File: src/rtl/btn_conditioner_pkg.sv
// Shared types, default timing constants and sizing helper for the pushbutton conditioner.
// Optional feature macro: BTN_CONDITIONER_AUTO_REPEAT_EN (see btn_channel / btn_conditioner).
package btn_conditioner_pkg;

  typedef enum logic [1:0] {
    IDLE,
    PRESS_WAIT,
    PRESSED,
    RELEASE_WAIT
  } btn_state_t;

  // 10 ms debounce, 500 ms to first repeat, 100 ms between repeats at 100 MHz.
  localparam int DEF_DB_CYCLES  = 1_000_000;
  localparam int DEF_RPT_DELAY  = 50_000_000;
  localparam int DEF_RPT_PERIOD = 10_000_000;

  function automatic int cnt_width(input int n);
    return $clog2(n + 1);
  endfunction

endpackage

File: src/rtl/btn_conditioner_if.sv
// Button bus: raw board inputs in, debounced level and press/release pulses out.
// The conditioner takes the slave side; whoever drives the buttons takes the master side.
interface btn_conditioner_if #(
  parameter int CH = 5
);

  logic [CH-1:0] btn_conditioner_raw;
  logic [CH-1:0] btn_conditioner_level;
  logic [CH-1:0] btn_conditioner_press;
  logic [CH-1:0] btn_conditioner_release;

  modport master (
    output btn_conditioner_raw,
    input  btn_conditioner_level,
    input  btn_conditioner_press,
    input  btn_conditioner_release
  );

  modport slave (
    input  btn_conditioner_raw,
    output btn_conditioner_level,
    output btn_conditioner_press,
    output btn_conditioner_release
  );

endinterface

File: src/rtl/btn_channel.sv
// One button channel: 2-flop synchroniser, debounce FSM with saturating-by-construction counter.
// With BTN_CONDITIONER_AUTO_REPEAT_EN defined, a repeat counter re-pulses press while held.
module btn_channel
  import btn_conditioner_pkg::*;
#(
  parameter int DB_CYCLES  = DEF_DB_CYCLES,
  parameter int RPT_DELAY  = DEF_RPT_DELAY,
  parameter int RPT_PERIOD = DEF_RPT_PERIOD
) (
  input  logic clk,
  input  logic rst,
  input  logic raw,
  output logic level,
  output logic press,
  output logic rel
);

  localparam int CW = cnt_width(DB_CYCLES);
  localparam logic [CW-1:0] CNT_LAST = CW'(DB_CYCLES - 1);

  logic sync1;
  logic s;
  btn_state_t state;
  logic [CW-1:0] cnt;

`ifdef BTN_CONDITIONER_AUTO_REPEAT_EN
  localparam int RPT_MAX = (RPT_DELAY > RPT_PERIOD) ? RPT_DELAY : RPT_PERIOD;
  localparam int RW = cnt_width(RPT_MAX);
  localparam logic [RW-1:0] RPT_FIRST = RW'(RPT_DELAY - 1);
  localparam logic [RW-1:0] RPT_NEXT  = RW'(RPT_PERIOD - 1);

  logic [RW-1:0] rpt_cnt;
  logic          rpt_phase;
`else
  // Repeat timing is not built here; this empty check only keeps the parameter list uniform.
  if (RPT_DELAY < 1 || RPT_PERIOD < 1) begin : g_rpt_ignored
  end
`endif

  always_ff @(posedge clk) begin
    if (rst) begin
      sync1 <= 1'b0;
      s     <= 1'b0;
    end else begin
      sync1 <= raw;
      s     <= sync1;
    end
  end

  // The counter only increments below CNT_LAST, since reaching it always forces a state change.
  always_ff @(posedge clk) begin
    if (rst) begin
      state <= IDLE;
      cnt   <= '0;
      level <= 1'b0;
      press <= 1'b0;
      rel   <= 1'b0;
`ifdef BTN_CONDITIONER_AUTO_REPEAT_EN
      rpt_cnt   <= '0;
      rpt_phase <= 1'b0;
`endif
    end else begin
      press <= 1'b0;
      rel   <= 1'b0;
      case (state)
        IDLE: begin
          if (s) begin
            state <= PRESS_WAIT;
            cnt   <= '0;
          end
        end
        PRESS_WAIT: begin
          if (!s) begin
            state <= IDLE;
            cnt   <= '0;
          end else if (cnt == CNT_LAST) begin
            state <= PRESSED;
            cnt   <= '0;
            level <= 1'b1;
            press <= 1'b1;
          end else begin
            cnt <= cnt + 1'b1;
          end
        end
        PRESSED: begin
          if (!s) begin
            state <= RELEASE_WAIT;
            cnt   <= '0;
`ifdef BTN_CONDITIONER_AUTO_REPEAT_EN
            rpt_cnt   <= '0;
            rpt_phase <= 1'b0;
`endif
          end
`ifdef BTN_CONDITIONER_AUTO_REPEAT_EN
          else if (rpt_cnt == (rpt_phase ? RPT_NEXT : RPT_FIRST)) begin
            press     <= 1'b1;
            rpt_cnt   <= '0;
            rpt_phase <= 1'b1;
          end else begin
            rpt_cnt <= rpt_cnt + 1'b1;
          end
`endif
        end
        RELEASE_WAIT: begin
          if (s) begin
            state <= PRESSED;
            cnt   <= '0;
          end else if (cnt == CNT_LAST) begin
            state <= IDLE;
            cnt   <= '0;
            level <= 1'b0;
            rel   <= 1'b1;
          end else begin
            cnt <= cnt + 1'b1;
          end
        end
        default: begin
          state <= IDLE;
          cnt   <= '0;
        end
      endcase
    end
  end

endmodule

File: src/rtl/btn_conditioner.sv
// Pushbutton conditioner top: CH independent synchronise/debounce channels on one clock.
// Optional macro BTN_CONDITIONER_AUTO_REPEAT_EN enables press auto-repeat while held.
module btn_conditioner
  import btn_conditioner_pkg::*;
#(
  parameter int CH         = 5,
  parameter int DB_CYCLES  = DEF_DB_CYCLES,
  parameter int RPT_DELAY  = DEF_RPT_DELAY,
  parameter int RPT_PERIOD = DEF_RPT_PERIOD
) (
  input  logic               btn_conditioner_clk,
  input  logic               btn_conditioner_rst,
  btn_conditioner_if.slave   btn_conditioner_bus
);

  for (genvar i = 0; i < CH; i++) begin : g_ch
    btn_channel #(
      .DB_CYCLES  (DB_CYCLES),
      .RPT_DELAY  (RPT_DELAY),
      .RPT_PERIOD (RPT_PERIOD)
    ) u_channel (
      .clk   (btn_conditioner_clk),
      .rst   (btn_conditioner_rst),
      .raw   (btn_conditioner_bus.btn_conditioner_raw[i]),
      .level (btn_conditioner_bus.btn_conditioner_level[i]),
      .press (btn_conditioner_bus.btn_conditioner_press[i]),
      .rel   (btn_conditioner_bus.btn_conditioner_release[i])
    );
  end

endmodule

File: src/flat_wrapper.sv
// flat-port wrapper written by rule: the top's interface ports become plain ports
module btn_conditioner_flat import btn_conditioner_pkg::*;
#(
  parameter int CH         = 5,
  parameter int DB_CYCLES  = DEF_DB_CYCLES,
  parameter int RPT_DELAY  = DEF_RPT_DELAY,
  parameter int RPT_PERIOD = DEF_RPT_PERIOD
)
  (btn_conditioner_clk, btn_conditioner_rst, btn_conditioner_bus_btn_conditioner_raw, btn_conditioner_bus_btn_conditioner_level, btn_conditioner_bus_btn_conditioner_press, btn_conditioner_bus_btn_conditioner_release);
  btn_conditioner_if #(.CH(CH)) btn_conditioner_bus_i ();
  input  logic btn_conditioner_clk;
  input  logic btn_conditioner_rst;
  input wire logic [$bits(btn_conditioner_bus_i.btn_conditioner_raw)-1:0] btn_conditioner_bus_btn_conditioner_raw;
  output wire logic [$bits(btn_conditioner_bus_i.btn_conditioner_level)-1:0] btn_conditioner_bus_btn_conditioner_level;
  output wire logic [$bits(btn_conditioner_bus_i.btn_conditioner_press)-1:0] btn_conditioner_bus_btn_conditioner_press;
  output wire logic [$bits(btn_conditioner_bus_i.btn_conditioner_release)-1:0] btn_conditioner_bus_btn_conditioner_release;
  assign btn_conditioner_bus_i.btn_conditioner_raw = btn_conditioner_bus_btn_conditioner_raw;
  assign btn_conditioner_bus_btn_conditioner_level = btn_conditioner_bus_i.btn_conditioner_level;
  assign btn_conditioner_bus_btn_conditioner_press = btn_conditioner_bus_i.btn_conditioner_press;
  assign btn_conditioner_bus_btn_conditioner_release = btn_conditioner_bus_i.btn_conditioner_release;
  btn_conditioner #(.CH(CH), .DB_CYCLES(DB_CYCLES), .RPT_DELAY(RPT_DELAY), .RPT_PERIOD(RPT_PERIOD)) u_core (.btn_conditioner_clk(btn_conditioner_clk), .btn_conditioner_rst(btn_conditioner_rst), .btn_conditioner_bus(btn_conditioner_bus_i));
endmodule
File: config.mk
export PLATFORM = sky130hd
export DESIGN_NAME = btn_conditioner_flat
export DESIGN_NICKNAME = d
export VERILOG_FILES = /design/src/rtl/btn_conditioner_pkg.sv /design/src/rtl/btn_conditioner_if.sv /design/src/rtl/btn_channel.sv /design/src/rtl/btn_conditioner.sv /design/src/flat_wrapper.sv
export SDC_FILE = /design/constraint.sdc
export NUM_CORES = 1
export LEC_CHECK = 0
export ABC_AREA = 1
export CAP_MARGIN = 40
export CORE_MARGIN = 5
export CORE_UTILIZATION = 51
export CTS_BUF_LIST = sky130_fd_sc_hd__clkbuf_16
export CTS_CLUSTER_SIZE = 28
export DETAILED_ROUTE_END_ITERATION = 10
export MAX_ROUTING_LAYER = met4
export PLACE_DENSITY = 0.75
export SYNTH_ARGS = -nofsm -noshare
export SYNTH_HDL_FRONTEND = slang
export SYNTH_SLANG_ARGS = --single-unit
File: constraint.sdc
create_clock -name btn_conditioner_clk -period 3 [get_ports btn_conditioner_clk]
set_clock_uncertainty 0.2 [all_clocks]
set_input_delay 0.45 -clock btn_conditioner_clk [delete_from_list [all_inputs] [get_ports btn_conditioner_clk]]
set_output_delay 0.45 -clock btn_conditioner_clk [all_outputs]
set_load 0.02 [all_outputs]
==> impl_metrics.csv <==
group,metric,value,unit
critical_path,cp-end-kind,"flop",
power_and_ir_drop,pwr-share-seq,0.453,
critical_path,start_kind,"flop",
synthesis,synth_cell_types,42,
clock_network,clockBufferDepth,2,
synthesis,synth_cells,1177,
place,dpl.hpwl,10.8,mm
final_layout,ff_latch_area,2700,um^2
critical_path,crit_fanout,7,
final_layout,fin_nets,1194,
synthesis,synth_ff_type,"dfxtp_1",
routing,wirelength,15.9,mm
final_layout,drive_above_1_share,0.0603,
die,rows,44,
global_route,grt_usage,0.203,
routing,routed_via_density,5.09,
critical_path,crit_path_frequent_cell,"nand3_1",
die,coreArea,14400,um^2
clock_network,clockRootBuffer,"clkbuf_16",
synthesis,syn_area,7470,um^2
sta,slew_violations,0,
critical_path,cp.required,3.10,ns
clock_network,postCtsHoldBufs,0,
sta,fmax,0.478,GHz
critical_path,crit_family,"simple AND/OR/NAND/NOR gates",
power_and_ir_drop,peakVddDrop,0.443,mV
clock_network,tritoncts,"built",
hold_path,hp-start,"u_core.g_ch[4].u_channel.sync1$_SDFF_PP0_",
die,start_util,0.518,
sta,hold_violations,0,
die,dieArea,17200,um^2
global_route,globalRouteOverflowTotal,0,
clock_network,clk_pin_slew,0.06,ns
routing,dr.first_iter.drc_count,503,
power_and_ir_drop,powerDensity,487,nW/um^2
critical_path,worstPathCellList,"ha_1 -> nand3_2 -> nor2_1 -> nand3_1 -> inv_1 -> nand3_1 -> o21ai_0 -> a21oi_1",
sta,rsz0062_at_grt,"false",
sta,tns,0,ns
synthesis,ys_ff_latch,135,
die,die_h,131,um
critical_path,cp_num_buf_inv,1,
clock_network,insertion_delay,0.42,ns
die,num_io_pins,22,
sta,relSlewSlack,0.435,
power_and_ir_drop,clockPowerShare,0.506,
power_and_ir_drop,intPower,0.00313,W
hold_path,hold_path.class,"flop to flop",
synthesis,yosysTopAreaCell,"dfxtp_1",
synthesis,yosysSeqAreaShare,0.362,
flow_run,drv_cap,0,
critical_path,path_class,"flop to flop",
routing,drc,0,
sta,fin_crit_sh,0.698,
synthesis,syn_nets,1189,
power_and_ir_drop,p_leak,3.01,nW
place,dpl.cell_count,1347,
synthesis,yosysTopAreaCellShare,0.362,
power_and_ir_drop,p_sw_frac,0.222,
sta,fin_crit,2.09,ns
synthesis,yosys_warnings,0,
place,finalWeightedCongestion,0.899,
final_layout,fillers,1403,
critical_path,slowest_stage,"dfxtp_1",
final_layout,stdcell_count,1379,
global_route,grt_pass1_wl,28.0,mm
status,outcome,"completed",
routing,vias,7018,
critical_path,setup.worst_path.start,"u_core.g_ch[4].u_channel.cnt[0]$_SDFFE_PP0P_",
synthesis,async_reset_ff_frac,0,
clock_network,post_cts_buffers,0,
place,port_buffers,21,
synthesis,synthTopCellsByArea,"dfxtp_1 36%, nand2_1 18%, nor2_1 7.8%, inv_1 7.1%, a21oi_1 6.0%",
final_layout,area_growth,10.6,%
critical_path,r2r-start,"u_core.g_ch[4].u_channel.cnt[0]$_SDFFE_PP0P_",
routing,routedWlPerCell,11.5,um
sta,setup_viol,0,
clock_network,clock-sinks,135,
clock_network,htreeDepth,4,
power_and_ir_drop,switchingPower,0.000893,W
final_layout,diodes,0,
sta,hold_slack,0.202,ns
critical_path,slowest_delay,0.44,ns
routing,drt.antenna.violating_nets,0,
critical_path,critPathArrivalTime,2.20,ns
synthesis,synth.avg_cell_area,6.34,um^2
global_route,grt_pass1_vias,6405,
clock_network,cts-buffers-inserted,17,
clock_network,ctsResizeCount,0,
final_layout,multiInputGateArea,3930,um^2
synthesis,synth_edf_count,0,
global_route,grt_max_degree,75,
die,fp.dieW,131,um
routing,drt-pass1-iter-count,5,
power_and_ir_drop,combPwrFrac,0.041,
sta,tightest_slew,0.847,ns
global_route,antenna_found_initial,0,
==> cells by family (layout without fill, tap and decap cells) <==
| family | count (synthesis) | after routing | share of synthesized area |
|---|---|---|---|
| AND/OR/NAND/NOR | 672 | 672 | 0.386 |
| buffers and inverters | 190 | 208 | 0.112 |
| AO/OA/AOI/OAI | 158 | 158 | 0.111 |
| flip-flops | 135 | 135 | 0.362 |
| XOR/XNOR | 17 | 17 | 0.0199 |
| adder cells (fa/ha/maj) | 5 | 5 | 0.00838 |
==> power by group through the flow <==
stage | clock [W] | combinational [W] | sequential, W
2_1_floorplan | 0 | 0.000123 | 0.00186
3_5_place_dp | 0 | 0.000167 | 0.00186
6_report | 0.00203 | 0.000165 | 0.00182
3_3_place_gp | 0 | 0.000166 | 0.00186
5_1_grt | 0.00216 | 0.000185 | 0.00182
4_1_cts | 0.00208 | 0.000168 | 0.00182
==> final timing paths <==
| check | to | slack (ns) | cells past startpoint |
|---|---|---|---|
| hold / removal | u_core.g_ch[4].u_channel.s$_SDFF_PP0_ | 0.20 | 2 |
| setup reg to reg | u_core.g_ch[4].u_channel.cnt[18]$_SDFFE_PP0P_ | 0.91 | 8 |
| setup / recovery | u_core.g_ch[4].u_channel.cnt[18]$_SDFFE_PP0P_ | 0.91 | 8 |
| hold reg to reg | u_core.g_ch[4].u_channel.s$_SDFF_PP0_ | 0.20 | 2 |
==> cell type report <==
cell class	count	area share
Multi-Input combinational cell	852	0.476
Sequential cell	135	0.327
Inverter	150	0.0688
Clock buffer	17	0.0515
Timing Repair Buffer	26	0.0309
Tap cell	184	0.0279
Clock inverter	15	0.0177
==> placed cells by master, fill, tap and decap left out, types with 17 or more instances in the layout <==
cell type | netlist | final
a21oi_1 | 90 | 90
clkbuf_16 | 0 | 17
clkdlybuf4s50_1 | 0 | 20
dfxtp_1 | 135 | 135
inv_1 | 142 | 145
nand2_1 | 353 | 353
nand3_1 | 83 | 83
nand4_1 | 19 | 19
nor2_1 | 156 | 156
nor3_1 | 21 | 20
o21ai_0 | 50 | 50
==> metrics by stage <==
step                      setup slack [ns]  power [W]  area [um^2]  utilization
after CTS                            0.964    0.00406         8260        0.573
after global placement                1.05    0.00202         7690        0.533
after detailed placement             0.998    0.00203         7690        0.533
after floorplan                       1.24    0.00198         7470            -
after global routing                 0.719    0.00416         8260        0.573
final                                0.907    0.00402         8260        0.573
==> flip-flops by register name, indices dropped and copies added, names as in the netlist, named ones only <==
| name | flops |
|---|---|
| u_core.g_ch.u_channel.rel | 5 |
| u_core.g_ch.u_channel.press | 5 |
| u_core.g_ch.u_channel.cnt | 100 |
| u_core.g_ch.u_channel.sync1 | 5 |
| u_core.g_ch.u_channel.s | 5 |
| u_core.g_ch.u_channel.level | 5 |
| u_core.g_ch.u_channel.state | 5 |
==> worst min-delay path: cells and delay by family, from the launching register on <==
kind	cells	cell delay, ns
simple gates	1	0.03
flops	1	0.30
buf+inv	1	0.04
==> metal layers <==
layer,share of wire,track usage,vias to the layer above
li1,-,-,3730
met1,0.49,0.259,3133
met2,0.46,0.320,136
met3,0.043,0.0476,19
met4,0.012,0.0599,0
met5,0,-,-
==> Yosys cell counts (2+ instances only) <==
library cell,instances
nand2_2,6
nor3_4,3
o21a_1,3
inv_4,2
xor2_1,14
clkbuf_1,12
ha_1,5
dfxtp_1,135
nor2_1,156
a21oi_1,90
buf_2,4
buf_6,5
nor3_1,21
nand2_1,353
inv_2,3
clkinv_1,3
nand3b_1,2
o21bai_1,2
buf_4,18
nor4_1,2
nand3_2,3
or2_2,6
a211oi_1,2
nor3_2,2
inv_1,142
o21ai_0,50
nand4_1,19
xnor2_1,3
nor2_4,3
nand3_1,83
o22ai_1,7
nor2_2,8
Power figures use the tool's default switching activity.
